File: src/rtl/rat_io_bridge.sv
// rtl/rat_io_bridge.sv - RAT MCU port-bus bridge: output registers, synchronized inputs, debounced interrupt
module rat_io_bridge #(
  parameter int         DB_CYCLES = 4,
  parameter logic [7:0] LED_ID    = 8'h40,
  parameter logic [7:0] SSEG_ID   = 8'h81,
  parameter logic [7:0] ACK_ID    = 8'hF0,
  parameter logic [7:0] SW_ID     = 8'h20,
  parameter logic [7:0] BTN_ID    = 8'h24,
  parameter logic [7:0] STAT_ID   = 8'h30
) (
  input  logic       CLK,
  input  logic       RST_N,
  input  logic [7:0] PORT_ID,
  input  logic [7:0] OUT_PORT,
  input  logic       IO_STRB,
  output logic [7:0] IN_PORT,
  input  logic [7:0] SWITCHES,
  input  logic [3:0] BUTTONS,
  input  logic       INT_BTN,
  output logic [7:0] LEDS,
  output logic [7:0] SSEG,
  output logic       INT
);

  typedef enum logic [1:0] {DB_LOW, DB_RISE, DB_HIGH, DB_FALL} db_state_t;

  localparam logic [7:0] CNT_LAST = 8'(DB_CYCLES - 1);

  logic [7:0] sw_meta, sw_sync;
  logic [3:0] btn_meta, btn_sync;
  logic       int_meta, int_sync;
  db_state_t  db_state;
  logic [7:0] cnt;
  logic       db_level;
  logic       rise_evt;
  logic       pending;
  logic       ack_wr;

  assign ack_wr = IO_STRB && (PORT_ID == ACK_ID);
  assign INT    = pending;

  always_ff @(posedge CLK or negedge RST_N) begin
    if (!RST_N) begin
      sw_meta  <= '0;
      sw_sync  <= '0;
      btn_meta <= '0;
      btn_sync <= '0;
      int_meta <= 1'b0;
      int_sync <= 1'b0;
    end else begin
      sw_meta  <= SWITCHES;
      sw_sync  <= sw_meta;
      btn_meta <= BUTTONS;
      btn_sync <= btn_meta;
      int_meta <= INT_BTN;
      int_sync <= int_meta;
    end
  end

  always_ff @(posedge CLK or negedge RST_N) begin
    if (!RST_N) begin
      LEDS <= '0;
      SSEG <= '0;
    end else if (IO_STRB) begin
      if (PORT_ID == LED_ID)  LEDS <= OUT_PORT;
      if (PORT_ID == SSEG_ID) SSEG <= OUT_PORT;
    end
  end

  // With DB_CYCLES=1 the counting states are skipped: the first differing sample commits.
  always_ff @(posedge CLK or negedge RST_N) begin
    if (!RST_N) begin
      db_state <= DB_LOW;
      cnt      <= '0;
      db_level <= 1'b0;
      rise_evt <= 1'b0;
    end else begin
      rise_evt <= 1'b0;
      case (db_state)
        DB_LOW: begin
          if (int_sync) begin
            if (CNT_LAST == 8'd0) begin
              db_state <= DB_HIGH;
              db_level <= 1'b1;
              rise_evt <= 1'b1;
            end else begin
              cnt      <= 8'd1;
              db_state <= DB_RISE;
            end
          end
        end
        DB_RISE: begin
          if (!int_sync) begin
            db_state <= DB_LOW;
          end else if (cnt == CNT_LAST) begin
            db_state <= DB_HIGH;
            db_level <= 1'b1;
            rise_evt <= 1'b1;
          end else begin
            cnt <= cnt + 8'd1;
          end
        end
        DB_HIGH: begin
          if (!int_sync) begin
            if (CNT_LAST == 8'd0) begin
              db_state <= DB_LOW;
              db_level <= 1'b0;
            end else begin
              cnt      <= 8'd1;
              db_state <= DB_FALL;
            end
          end
        end
        DB_FALL: begin
          if (int_sync) begin
            db_state <= DB_HIGH;
          end else if (cnt == CNT_LAST) begin
            db_state <= DB_LOW;
            db_level <= 1'b0;
          end else begin
            cnt <= cnt + 8'd1;
          end
        end
        default: db_state <= DB_LOW;
      endcase
    end
  end

  // A new event outranks an acknowledge landing on the same edge.
  always_ff @(posedge CLK or negedge RST_N) begin
    if (!RST_N) begin
      pending <= 1'b0;
    end else if (rise_evt) begin
      pending <= 1'b1;
    end else if (ack_wr) begin
      pending <= 1'b0;
    end
  end

  always_comb begin
    IN_PORT = 8'h00;
    if (PORT_ID == SW_ID)        IN_PORT = sw_sync;
    else if (PORT_ID == BTN_ID)  IN_PORT = {4'b0, btn_sync};
    else if (PORT_ID == STAT_ID) IN_PORT = {6'b0, db_level, pending};
  end

endmodule

File: config.mk
export PLATFORM = sky130hd
export DESIGN_NAME = rat_io_bridge
export DESIGN_NICKNAME = d
export VERILOG_FILES = /design/src/rtl/rat_io_bridge.sv
export SDC_FILE = /design/constraint.sdc
export NUM_CORES = 1
export LEC_CHECK = 0
export BUFFER_PORTS_ARGS = -buffer_cell sky130_fd_sc_hd__buf_2
export CAP_MARGIN = 40
export CORE_MARGIN = 1
export CORE_UTILIZATION = 51
export CTS_CLUSTER_SIZE = 8
export DETAILED_ROUTE_END_ITERATION = 10
export PLACE_DENSITY = 0.81
export SLEW_MARGIN = 15
export SYNTH_ARGS = -nofsm -noshare
export SYNTH_HDL_FRONTEND = slang
export SYNTH_SLANG_ARGS = --single-unit
File: constraint.sdc
create_clock -name CLK -period 1.8 [get_ports CLK]
set_input_delay 0.36 -clock CLK [delete_from_list [all_inputs] [get_ports CLK]]
set_output_delay 0.36 -clock CLK [all_outputs]
set_load 0.03 [all_outputs]
==> run summary, run 1 <==
cell taking the most area after synthesis - dfrtp_1
slew margin rel. - 64.0%
WL/cell - 14.1 um
syn nets - 190
Worst Path Arrival - 1.42 ns
Die H - 66.7 um
synth unique cells - 39
Die ar. - 4450 sq um
Max FO, Critical Path - 4
root buffer cell - clkbuf_8
Yosys Warn Count - 0
family with the most delay on the worst path - simple AND/OR/NAND/NOR gates
initial drt markers - 68
Worst VDD drop - 0.739 mV
leakage - 1.35 nW
Clk pin slew, worst setup/hold paths - 0.11 ns
setup TNS - 0 ns
CTS H-tree depth - 2
Tmin final - 1.78 ns
largest net degree at the start of global routing - 36
Clock Latency Late Sink - 0.31 ns
IO buf count - 56
DRT Wirelength - 3.86 mm
CP Capture Type - output pin
synthesized instance count - 157
vias in the first global route - 1430
Via Count - 1456
number of iterations in the first detailed-routing pass - 4
top post-synthesis cells by area - dfrtp_1 (64%), mux2_2 (8.4%), mux2i_1 (1.9%)
CTS tree - yes
Worst Tran Pin Value - 0.537 ns
ys flop type - dfrtp_1
Max clock buf depth - 2
dpl hpwl - 2.82 mm
final instance area - 2660 sq um
Starting Density - 53.4%
core area - 4000 sq um
Final Max Slew Viols - 0
synth cell count leaders - dfrtp_1 (55), mux2_2 (16), nand2_1 (9), nand3_1 (7), nor2_1 (7)
max_cap viols - 0
Final period util - 98.9%
Tot Pwr - 2.79 mW
Slowest-stage cell, CP - nor4_4
fin util - 66.5%
Hold WC Path Type - input pin to flip-flop
Post-synth EDFFs - 0
# setup viols final - 0
total CTS buffers - 5
antenna fix cells - 0
Setup Crit Path Kind - input pin to output pin
layout cell share with drive strength beyond 1 - 42.9%
# IOs - 57
final hold viol count - 0
CP max stage delay - 0.32 ns
outcome - finished clean
required time of the critical path - 1.44 ns
most common cell in the netlist - dfrtp_1
post-placement cell area - 2500 sq um
CP startpoint kind - input pin
overall routing resource usage - 19.7%
CP Buf/Inv Count - 2
Synth top area share - 64.4%
grt ovf - 0
Fmax achieved - 562 MHz
Area growth syn-to-layout - 24.5%
GP Congestion - 0.782
Final ANT Viol Nets - 0
setup slack, reg-to-reg - 0.25 ns
Cell Area, Synth - 2140 sq um
Fill cells - 306
ys async rst share - 100%
# rows - 23
# DRC - 0
Cell Chain, Critical Path - buf_2, nor4_4, nand3b_1, nor3_2, buf_4
Clock Skew - 0.0117 ns
initial antenna violation count - 0
Vias per Instance - 5.31
flops & latches, synth - 55
RSZ-0062 raised after global routing - yes
first-pass GRT wire length - 6.39 mm
PwrDens - 1050 nW/um^2
sequential-to-total area share from yosys stat - 64.4%
Final nets - 256
Die X - 66.7 um
CTS sink cnt - 55
Avg Synthesized Cell Area - 13.6 sq um
-- kinds of logic (layout without fill, tap and decap cells) --
group / Yosys count / count (layout) / share of synthesized area (%)
mux: 20 / 20 / 10.3
xor+xnor: 2 / 2 / 0.820
compound gates: 17 / 17 / 6.15
fa+ha+maj: 1 / 1 / 0.585
simple gates: 55 / 55 / 15.8
buf+inv: 7 / 74 / 1.93
flops: 55 / 55 / 64.4
-- sequential cells by signal (all words and copies together) (netlist names), named ones only --
register  count
cnt           8
btn_sync      4
SSEG          8
db_level      1
int_meta      1
sw_sync       8
INT           1
sw_meta       8
db_state      1
rise_evt      1
btn_meta      4
int_sync      1
LEDS          8
-- path summary, 6_finish.rpt --
path,from,endpoint,cells after the start
setup / recovery,PORT_ID[0],IN_PORT[3],5
hold / removal,SWITCHES[0],sw_meta[0],1
setup reg to reg,flip-flop,cnt[7],3
hold reg to reg,sw_meta[4],sw_sync[4],0
max in group asynchronous,RST_N,sw_sync[7],3
min in group asynchronous,RST_N,SSEG[1],2
-- final cells by class --
class	count	area, sq um	share of cell area, %
Clock buffer	5	68.8	2.59
Tap cell	50	62.6	2.35
Sequential cell	55	1380	51.7
Clock inverter	3	33.8	1.27
Multi-Input combinational cell	95	746	28.0
Inverter	3	11.3	0.423
Timing Repair Buffer	63	363	13.6
-- per-stage QoR --
stage | hold WS, ns | cells | setup WS, ns
2_1_floorplan | 0.0644 | 157 | -0.158
3_3_place_gp | 0.333 | 264 | 0.0342
3_5_place_dp | 0.335 | 264 | -0.0184
4_1_cts | 0.131 | 273 | 0.0391
5_1_grt | 0.123 | 274 | -0.0556
6_report | 0.142 | 274 | 0.0196
-- placed cells by master (no fill, tap or decap), types with 2 or more instances in the layout --
cell	count
a2bb2oi_1	3
and2_1	5
and3_1	2
and4b_1	2
buf_2	50
buf_4	10
clkbuf_8	5
dfrtp_1	55
inv_1	3
mux2_2	16
mux2i_1	4
nand2_1	9
nand3_1	7
nand3b_1	2
nand4_1	3
nand4_2	2
nor2_1	7
nor2b_1	3
nor3_2	2
o211ai_1	4
o21ai_0	3
o31ai_1	2
or4_1	2
-- report_power, final --
group | total (mW) | switching (mW) | internal [mW]
combinational | 0.614 | 0.359 | 0.255
sequential | 1.45 | 0.0986 | 1.36
clock | 0.716 | 0.423 | 0.293
-- metal layers --
| layer | routed length, um | up-vias | part of all wire (%) | track usage (%) |
|---|---|---|---|---|
| li1 | - | 706 | - | - |
| met1 | 1720 | 703 | 45 | 23.2 |
| met2 | 1930 | 43 | 50 | 34.3 |
| met3 | 172 | 4 | 4.5 | 5.31 |
| met4 | 38 | 0 | 0.98 | 7.18 |
| met5 | 0 | - | 0 | 0 |
-- repair_timing --
item                                   in CTS  in global routing
resized for setup                           1                 12
setup endpoints to repair                   4                  7
buffers inserted                            0                  1
pin swaps                                   0                  2
hold buffers                                1                  0
endpoints found under the hold margin       6                  0
Note: power is estimated with default switching activity, not from simulation.
==> run 2, diff against run 1 <==
- ABC_AREA: unset -> 1
- CORE_UTILIZATION: 51 -> 52
- PLACE_DENSITY: 0.81 -> 0.82
==> run summary, run 2 <==
outcome - finished clean
flops & latches, synth - 55
Die X - 67.1 um
Vias per Instance - 4.86
CTS tree - yes
Setup Crit Path Kind - input pin to output pin
root buffer cell - clkbuf_8
layout cell share with drive strength beyond 1 - 33.9%
Worst VDD drop - 0.696 mV
Max FO, Critical Path - 5
syn nets - 251
slew margin rel. - 77.4%
Avg Synthesized Cell Area - 10.1 sq um
core area - 4030 sq um
grt ovf - 0
CP startpoint kind - input pin
overall routing resource usage - 19.8%
dpl hpwl - 2.93 mm
final hold viol count - 0
Clock Skew - 0.00846 ns
Starting Density - 54.7%
Tmin final - 1.70 ns
Post-CTS Setup Bufs - 0
ys async rst share - 100%
Final period util - 94.7%
Fmax achieved - 587 MHz
antenna fix cells - 0
Fill cells - 325
ys flop type - dfrtp_1
# setup viols final - 0
# DRC - 0
Via Count - 1633
RSZ-0062 raised after global routing - no
Post-synth EDFFs - 0
Final Max Slew Viols - 0
synthesized instance count - 218
Hold Slack - 0.153 ns
Worst Path Arrival - 1.34 ns
Final ANT Viol Nets - 0
DRT Wirelength - 3.89 mm
Yosys Warn Count - 0
total CTS buffers - 5
initial antenna violation count - 0
vias in the first global route - 1481
GP Congestion - 0.816
fin cells - 336
IO buf count - 56
first-pass GRT wire length - 6.47 mm
leakage - 1.41 nW
required time of the critical path - 1.44 ns
# rows - 23
cell taking the most area after synthesis - dfrtp_1
Synth top area share - 62.4%
commonest non-fill, non-tap cell in the layout - dfrtp_1
PwrDens - 955 nW/um^2
CP max stage delay - 0.26 ns
max_cap viols - 0
Area growth syn-to-layout - 21.8%
Cell Chain, Critical Path - buf_2, or2_4, nor2_4, nand2_2, inv_2, nand2_1, nand3_1, clkbuf_4
most common cell in the netlist - dfrtp_1
Placed Instances - 327
Clk pin slew, worst setup/hold paths - 0.10 ns
CTS H-tree depth - 2
Die ar. - 4500 sq um
Max clock buf depth - 2
Clock Latency Late Sink - 0.31 ns
CP Capture Type - output pin
largest net degree at the start of global routing - 32
CTS sink cnt - 55
top post-synthesis cells by area - dfrtp_1 (62%), nand2_1 (9.2%), o21ai_2 (4.8%)
number of iterations in the first detailed-routing pass - 4
# IOs - 57
synth cell count leaders - dfrtp_1 (55), nand2_1 (54), inv_1 (24), nor2_1 (17), nand3_1 (15)
Die H - 67.1 um
Slowest-stage cell, CP - or2_4
synth unique cells - 23
initial drt markers - 135
most frequent cells in the layout - dfrtp_1 (55), buf_2 (54), nand2_1 (53), inv_1 (24), nor2_1 (16)
Cell Area, Synth - 2200 sq um
Final nets - 318
WL/cell - 11.6 um
Worst Tran Pin Value - 0.338 ns
setup TNS - 0 ns
sequential-to-total area share from yosys stat - 62.4%
Hold WC Path Type - input pin to flip-flop
## run 2: what timing repair did
item / CTS / global route
hold buffers: 1 / 0
setup endpoints to repair: 4 / 4
resized for setup: 1 / 4
endpoints found under the hold margin: 8 / 0
## run 2: final cells by class
cell class / instances / area, sq um / area share [%]
Timing Repair Buffer: 64 / 360 / 13.4
Inverter: 26 / 97.6 / 3.63
Multi-Input combinational cell: 133 / 696 / 25.9
Clock buffer: 5 / 68.8 / 2.56
Clock inverter: 3 / 23.8 / 0.885
Sequential cell: 55 / 1380 / 51.3
Tap cell: 50 / 62.6 / 2.33
## run 2: metrics by stage
| stage | util (%) | setup WS (ns) | power (mW) | area, sq um |
|---|---|---|---|---|
| floorplan | - | 0.148 | 1.79 | 2200 |
| global placement | 63.7 | 0.0375 | 1.89 | 2570 |
| detailed placement | 63.7 | -0.0454 | 1.90 | 2570 |
| CTS | 66.3 | 0.00699 | 2.59 | 2670 |
| global route | 66.6 | 0.0186 | 2.74 | 2690 |
| finish | 66.6 | 0.0958 | 2.57 | 2690 |
## run 2: worst max-delay path: cells and delay by family
| kind | cells | cell delay [ns] |
|---|---|---|
| AND/OR/NAND/NOR | 5 | 0.59 |
| buffers and inverters | 3 | 0.40 |
## run 2: path summary, 6_finish.rpt
path	end	from	cells past startpoint	slack [ns]
max in group asynchronous	sw_sync[2]	RST_N	3	0.87
worst min-delay path	int_meta	INT_BTN	1	0.15
worst max-delay path	IN_PORT[0]	PORT_ID[2]	8	0.1
worst min register to register	sw_sync[1]	sw_meta[1]	0	0.35
min in group asynchronous	SSEG[4]	RST_N	2	0.44
worst max register to register	cnt[3]	cnt[0]	8	0.31
## run 2: per-layer routing
metal	up-vias	part of all wire [%]	track usage, %
li1	819	-	-
met1	769	45	27.2
met2	43	50	31.1
met3	2	5.1	5.65
met4	0	0.31	4.79
met5	-	0	0
## run 2: power breakdown
part	leakage [nW]	total [mW]	internal (mW)	switching (mW)
clock	0.0408	0.685	0.279	0.407
sequential	0.692	1.45	1.35	0.102
combinational	0.676	0.428	0.154	0.274
total	1.41	2.57	1.78	0.783
## run 2: cells by family (layout without fill, tap and decap cells)
kind of cell	count (synthesis)	after routing	synth area share, %
XOR/XNOR	2	2	0.795
AND/OR/NAND/NOR	103	103	21.3
flip-flops	55	55	62.4
buffers and inverters	30	98	6.47
adder cells (fa/ha/maj)	1	1	0.567
AO/OA/AOI/OAI	27	27	8.40
